File: config.mk
export PLATFORM = sky130hd
export DESIGN_NAME = cache_maint_ctrl
export DESIGN_NICKNAME = d
export VERILOG_FILES = /design/src/rtl/cache_maint_ctrl.sv
export SDC_FILE = /design/constraint.sdc
export NUM_CORES = 1
export LEC_CHECK = 0
export CORE_ASPECT_RATIO = 1.5
export CORE_MARGIN = 2
export CORE_UTILIZATION = 45
export DETAILED_ROUTE_END_ITERATION = 6
export GPL_TIMING_DRIVEN = 1
export PLACE_DENSITY = 0.84
export SLEW_MARGIN = 0
export SYNTH_ARGS = -nofsm -noshare
export SYNTH_HDL_FRONTEND = slang
export SYNTH_SLANG_ARGS = --single-unit
File: constraint.sdc
create_clock -name clk -period 3.2 [get_ports clk]
set_input_delay 0.48 -clock clk [delete_from_list [all_inputs] [get_ports clk]]
set_output_delay 0.48 -clock clk [all_outputs]
set_load 0.05 [all_outputs]
File: src/rtl/cache_maint_ctrl.sv
// Maintenance sequencer (clean / invalidate / clean+invalidate) for the direct-mapped writeback cache.
// Optional writeback counter output wb_count is enabled by defining CACHE_MAINT_WB_COUNT_EN.
module cache_maint_ctrl #(
   parameter int W_ADDR = 32,
   parameter int W_DATA = 32,
   parameter int DEPTH  = 256
) (
   input  logic              clk,
   input  logic              rst,
   input  logic              req_valid,
   output logic              req_ready,
   input  logic [1:0]        req_op,
   input  logic              req_all,
   input  logic [W_ADDR-1:0] req_addr,
   output logic              done,
   output logic              err,
   output logic              busy,
   output logic              maint_req,
   input  logic              maint_gnt,
   output logic [W_ADDR-1:0] cache_addr,
   output logic              cache_ren,
   output logic              cache_clean,
   output logic              cache_invalidate,
   input  logic [W_DATA-1:0] cache_rdata,
   input  logic              cache_hit,
   input  logic              cache_dirty,
   input  logic [W_ADDR-1:0] cache_dirty_addr,
   input  logic              dst_hready,
   input  logic              dst_hresp,
   output logic [W_ADDR-1:0] dst_haddr,
   output logic              dst_hwrite,
   output logic [1:0]        dst_htrans,
   output logic [2:0]        dst_hsize,
   output logic [2:0]        dst_hburst,
   output logic [3:0]        dst_hprot,
   output logic              dst_hmastlock,
   output logic [W_DATA-1:0] dst_hwdata
`ifdef CACHE_MAINT_WB_COUNT_EN
   ,
   output logic [15:0]       wb_count
`endif
);

   localparam int LB = $clog2(W_DATA / 8);
   localparam int IW = $clog2(DEPTH);
   localparam logic [W_ADDR-1:0] ADDR_LOW_MASK = (W_ADDR'(1) << LB) - W_ADDR'(1);
   localparam logic [1:0] HTRANS_IDLE   = 2'b00;
   localparam logic [1:0] HTRANS_NONSEQ = 2'b10;

   typedef enum logic [2:0] {
      IDLE,
      GRANT,
      LOOKUP,
      CHECK,
      WB_APH,
      WB_DPH,
      UPDATE,
      DONE
   } state_t;

   state_t            state_q, state_d;
   logic [1:0]        op_q, op_d;
   logic              all_q, all_d;
   logic [W_ADDR-1:0] addr_q, addr_d;
   logic              errAcc_q, errAcc_d;
   logic [IW-1:0]     index_q, index_d;
   logic [W_DATA-1:0] rdata_q, rdata_d;
   logic [W_ADDR-1:0] dirtyAddr_q, dirtyAddr_d;
   logic              failed_q, failed_d;
   logic [W_ADDR-1:0] lookupAddr;

`ifdef CACHE_MAINT_WB_COUNT_EN
   logic [15:0]       wbCount_q, wbCount_d;
   assign wb_count = wbCount_q;
`endif

   assign dst_hburst    = 3'b000;
   assign dst_hprot     = 4'b0011;
   assign dst_hmastlock = 1'b0;

   // Walks step one word-sized line per index; single ops use the latched address.
   assign lookupAddr = all_q ? (W_ADDR'(index_q) << LB) : addr_q;

   always_ff @(posedge clk) begin
      if (rst) begin
         state_q     <= IDLE;
         op_q        <= '0;
         all_q       <= 1'b0;
         addr_q      <= '0;
         errAcc_q    <= 1'b0;
         index_q     <= '0;
         rdata_q     <= '0;
         dirtyAddr_q <= '0;
         failed_q    <= 1'b0;
`ifdef CACHE_MAINT_WB_COUNT_EN
         wbCount_q   <= '0;
`endif
      end else begin
         state_q     <= state_d;
         op_q        <= op_d;
         all_q       <= all_d;
         addr_q      <= addr_d;
         errAcc_q    <= errAcc_d;
         index_q     <= index_d;
         rdata_q     <= rdata_d;
         dirtyAddr_q <= dirtyAddr_d;
         failed_q    <= failed_d;
`ifdef CACHE_MAINT_WB_COUNT_EN
         wbCount_q   <= wbCount_d;
`endif
      end
   end

   always_comb begin
      state_d          = state_q;
      op_d             = op_q;
      all_d            = all_q;
      addr_d           = addr_q;
      errAcc_d         = errAcc_q;
      index_d          = index_q;
      rdata_d          = rdata_q;
      dirtyAddr_d      = dirtyAddr_q;
      failed_d         = failed_q;
`ifdef CACHE_MAINT_WB_COUNT_EN
      wbCount_d        = wbCount_q;
`endif
      req_ready        = 1'b0;
      done             = 1'b0;
      err              = 1'b0;
      busy             = 1'b1;
      maint_req        = 1'b0;
      cache_addr       = '0;
      cache_ren        = 1'b0;
      cache_clean      = 1'b0;
      cache_invalidate = 1'b0;
      dst_haddr        = '0;
      dst_hwrite       = 1'b0;
      dst_htrans       = HTRANS_IDLE;
      dst_hsize        = 3'b000;
      dst_hwdata       = '0;

      case (state_q)
         IDLE: begin
            busy      = 1'b0;
            req_ready = 1'b1;
            if (req_valid) begin
               op_d     = req_op;
               all_d    = req_all;
               addr_d   = req_addr;
               errAcc_d = 1'b0;
               index_d  = '0;
`ifdef CACHE_MAINT_WB_COUNT_EN
               wbCount_d = '0;
`endif
               state_d  = (req_op == 2'b00) ? DONE : GRANT;
            end
         end
         GRANT: begin
            maint_req = 1'b1;
            if (maint_gnt) begin
               state_d = LOOKUP;
            end
         end
         LOOKUP: begin
            maint_req  = 1'b1;
            cache_ren  = 1'b1;
            cache_addr = lookupAddr;
            failed_d   = 1'b0;
            state_d    = CHECK;
         end
         CHECK: begin
            maint_req   = 1'b1;
            rdata_d     = cache_rdata;
            dirtyAddr_d = cache_dirty_addr;
            if (!all_q && !cache_hit) begin
               state_d = DONE;
            end else if (op_q[0] && cache_dirty) begin
               state_d = WB_APH;
            end else begin
               state_d = UPDATE;
            end
         end
         WB_APH: begin
            maint_req  = 1'b1;
            dst_htrans = HTRANS_NONSEQ;
            dst_hwrite = 1'b1;
            dst_hsize  = 3'(LB);
            dst_haddr  = dirtyAddr_q & ~ADDR_LOW_MASK;
            if (dst_hready) begin
               state_d = WB_DPH;
            end
         end
         WB_DPH: begin
            maint_req  = 1'b1;
            dst_hwdata = rdata_q;
            if (dst_hready) begin
               if (dst_hresp) begin
                  errAcc_d = 1'b1;
                  failed_d = 1'b1;
               end
`ifdef CACHE_MAINT_WB_COUNT_EN
               else if (wbCount_q != 16'hffff) begin
                  wbCount_d = wbCount_q + 16'd1;
               end
`endif
               state_d = UPDATE;
            end
         end
         UPDATE: begin
            maint_req        = 1'b1;
            cache_addr       = lookupAddr;
            cache_invalidate = op_q[1];
            // A line whose writeback failed must keep its dirty data.
            cache_clean      = op_q[0] && !op_q[1] && !failed_q;
            if (!all_q || (index_q == IW'(DEPTH - 1))) begin
               state_d = DONE;
            end else begin
               index_d = index_q + 1'b1;
               state_d = LOOKUP;
            end
         end
         DONE: begin
            done    = 1'b1;
            err     = errAcc_q;
            state_d = IDLE;
         end
         default: state_d = IDLE;
      endcase
   end

endmodule

==> impl_results.md <==
* Reg-to-Reg Start: state_q[0]$_SDFFE_PP0P_
* Root Buffer: clkbuf_16
* Largest net degree at the start of global routing at 69
* Post-synth EDFFs at 0
* Hold Violations, Final at 0
* Cells after DPL at 968
* Worst min path class: reg2reg
* Status: finished clean
* Total gr overflow at 0
* Fin crit period at between 2000 and 3000 ps
* Hold path start: rdata_q[12]$_SDFFE_PP0P_
* CP Launch Point: state_q[0]$_SDFFE_PP0P_
* Final setup fails at 0
* Starting Density at a little under half
* Synth Instances at ~660
* DRC viols at 0
* Critical path class: reg2out
* Port bufs at roughly 210
* P_leak at a little under 3 nW
* Post-synth top area share at 44.6%
* Die area at about 12000 µm²
* Num rows at 46
* CP cell instances: nor2b_1 > nand2_1 > nor4b_1 > clkdlybuf4s50_1
* Hold-fix buffers, CTS at 0
* DRT Wirelength at between 10 and 15 mm
* Vias in the first global route at 4796
* Clk_lat worst skew at approximately 340 ps
* Setup bufs post-CTS at 0
* TritonCTS Sinks at 110
* Sequential share of the synthesized area at 44.6%
* Syn. warnings at 0
* Mean post-synth cell area at ~7.5 µm²
* Ports at 225
* Width of the die at 89.5 µm
* Tcrit/Tclk final at between 80% and 90%
* Clock transition at the registers of the reported paths at about 70 ps
* First-pass GRT wire length at roughly 23 mm
* Max Buffers Root-to-Sink at 2
* Gr usage total at a little under a quarter
* Slew headroom at 36.8%
* Setup Skew at 6.68 ps
* Initial antenna violation count at 0
* Post_cts resized at 0
* Async SR Flop Fraction at 0%
* Req. time, crit path at ~2700 ps
* CTS H-tree lvls at 3
* Gpl congestion at approximately 0.81
* Ys flop type: dfxtp_1
* DRT Pass-1 Iters at 4
* TritonCTS clock tree: yes
* Crit path max-delay cell type: clkdlybuf4s50_1
* Die height at between 100 and 150 µm
* CP startpoint kind: flip-flop
* Max-slew violation count at 0
* Final non-filler cell total at approximately 980
* Num CTS Buffers at 9
* Maximum capacitance violations at 0
* Most frequent cells in the layout: nand2_1, clkdlybuf4s50_1, dfxtp_1, a21oi_1, and2_1
* CP arrival at roughly 2400 ps
* Total Nets Final at roughly 940
* Layout cells sized above 1 at 13.6%
* Power density over the cells at ~430 nW/µm²
* Area Growth Syn to Fin at 59.0%
* Drt via density at between 5 and 6
* CP peak stage delay at around 870 ps
* Yosys reg bits at between 100 and 150
* Core area at between 10000 and 15000 µm²
* Final setup TNS at 0 ps
* R2R Setup Slk at approximately 970 ps
* Routed WL per cell at 14.7 µm
* Least-Margin Pin Slew at around 950 ps
* # diodes at 0
* Worst Setup End Kind: primary output
* Mapped Area at about 4900 µm²
* Crit-path max FO at 17
* HPWL after detailed placement at about 10 mm
* Via count at approximately 5000
* Synth area leader: dfxtp_1
* Starting DRT DRC Count at 297
* Antenna viol nets, final at 0
* Fmax achieved at approximately 350 MHz
* Peak supply drop at 0.300 mV
* Netlist cell types at 44
* RSZ-0062 raised after global routing: false
* Most common cell after layout, fill and taps aside: nand2_1
* Top cells by area, synth: dfxtp_1, nand2_1, and2_1
## final cells by class
cell class,instances,area [µm²]
tap,144,180
multi-input combinational,492,2460
sequential,110,2200
clock inverter,3,42.5
fill,787,2800
clock buffer,13,260
timing repair buffer,220,2690
inverter,2,7.51
## power breakdown
| group | total [mW] | switching, mW | internal, mW |
|---|---|---|---|
| Sequential | 1.52 | 0.0573 | 1.46 |
| Combinational | 0.730 | 0.431 | 0.299 |
| Clock | 1.13 | 0.477 | 0.650 |
| Total | 3.37 | 0.966 | 2.41 |
## worst paths after layout
check,endpoint,cells after the start
worst min register to register,rdata_q[12]$_SDFFE_PP0P_,2
worst max-delay path,cache_clean,4
worst min-delay path,rdata_q[12]$_SDFFE_PP0P_,2
worst max register to register,rdata_q[24]$_SDFFE_PP0P_,4
## stage by stage
stage	hold WS (ps)	setup WS (ps)	util [%]	area [µm²]	total power [mW]
global placement	437	775	70.8	7540	2.25
global route	467	256	73.7	7850	3.52
floorplan	432	356	-	4980	1.99
CTS	452	340	73.7	7850	3.40
finish	452	325	73.7	7850	3.37
detailed placement	442	741	70.8	7540	2.28
## flip-flops by register name, indices dropped and copies added, names as in the netlist
name         flops
failed_q         1
all_q            1
state_q          3
errAcc_q         1
op_q             2
rdata_q         32
dirtyAddr_q     30
index_q          8
addr_q          32
## worst max-delay path: cells and delay by family (launching register included)
family	cells	cell delay (ps)
buffers and inverters	1	870
AND/OR/NAND/NOR	3	700
flip-flops	1	480
## cells by family after synthesis
kind of cell / share of synthesized area [%]
AO/OA/AOI/OAI: 13.4
XOR/XNOR: 0.710
adder cells (fa/ha/maj): 0.254
buffers and inverters: 6.52
flip-flops: 44.6
multiplexers: 1.83
other: 0.152
AND/OR/NAND/NOR: 32.5
## cells in the mapped netlist, drive strengths merged, types with 4 or more instances
cell type and instances:
nor3 4, nand2 200, buf 31, nor2 22
and2 89, a21oi 103, dfxtp 110, and3 4
mux2i 9, nand2b 5, clkbuf 33, nand3 5
xor2 4
## per-layer routing
metal | routed length, µm | vias up | GRT usage (%) | share of wire (%)
li1 | - | 2453 | - | -
met1 | 5320 | 2341 | 26.0 | 37
met2 | 7700 | 188 | 42.1 | 53
met3 | 917 | 35 | 6.01 | 6.3
met4 | 542 | 0 | 10.5 | 3.7
met5 | 0 | - | 0 | 0
(Power assumes the default switching activity.)
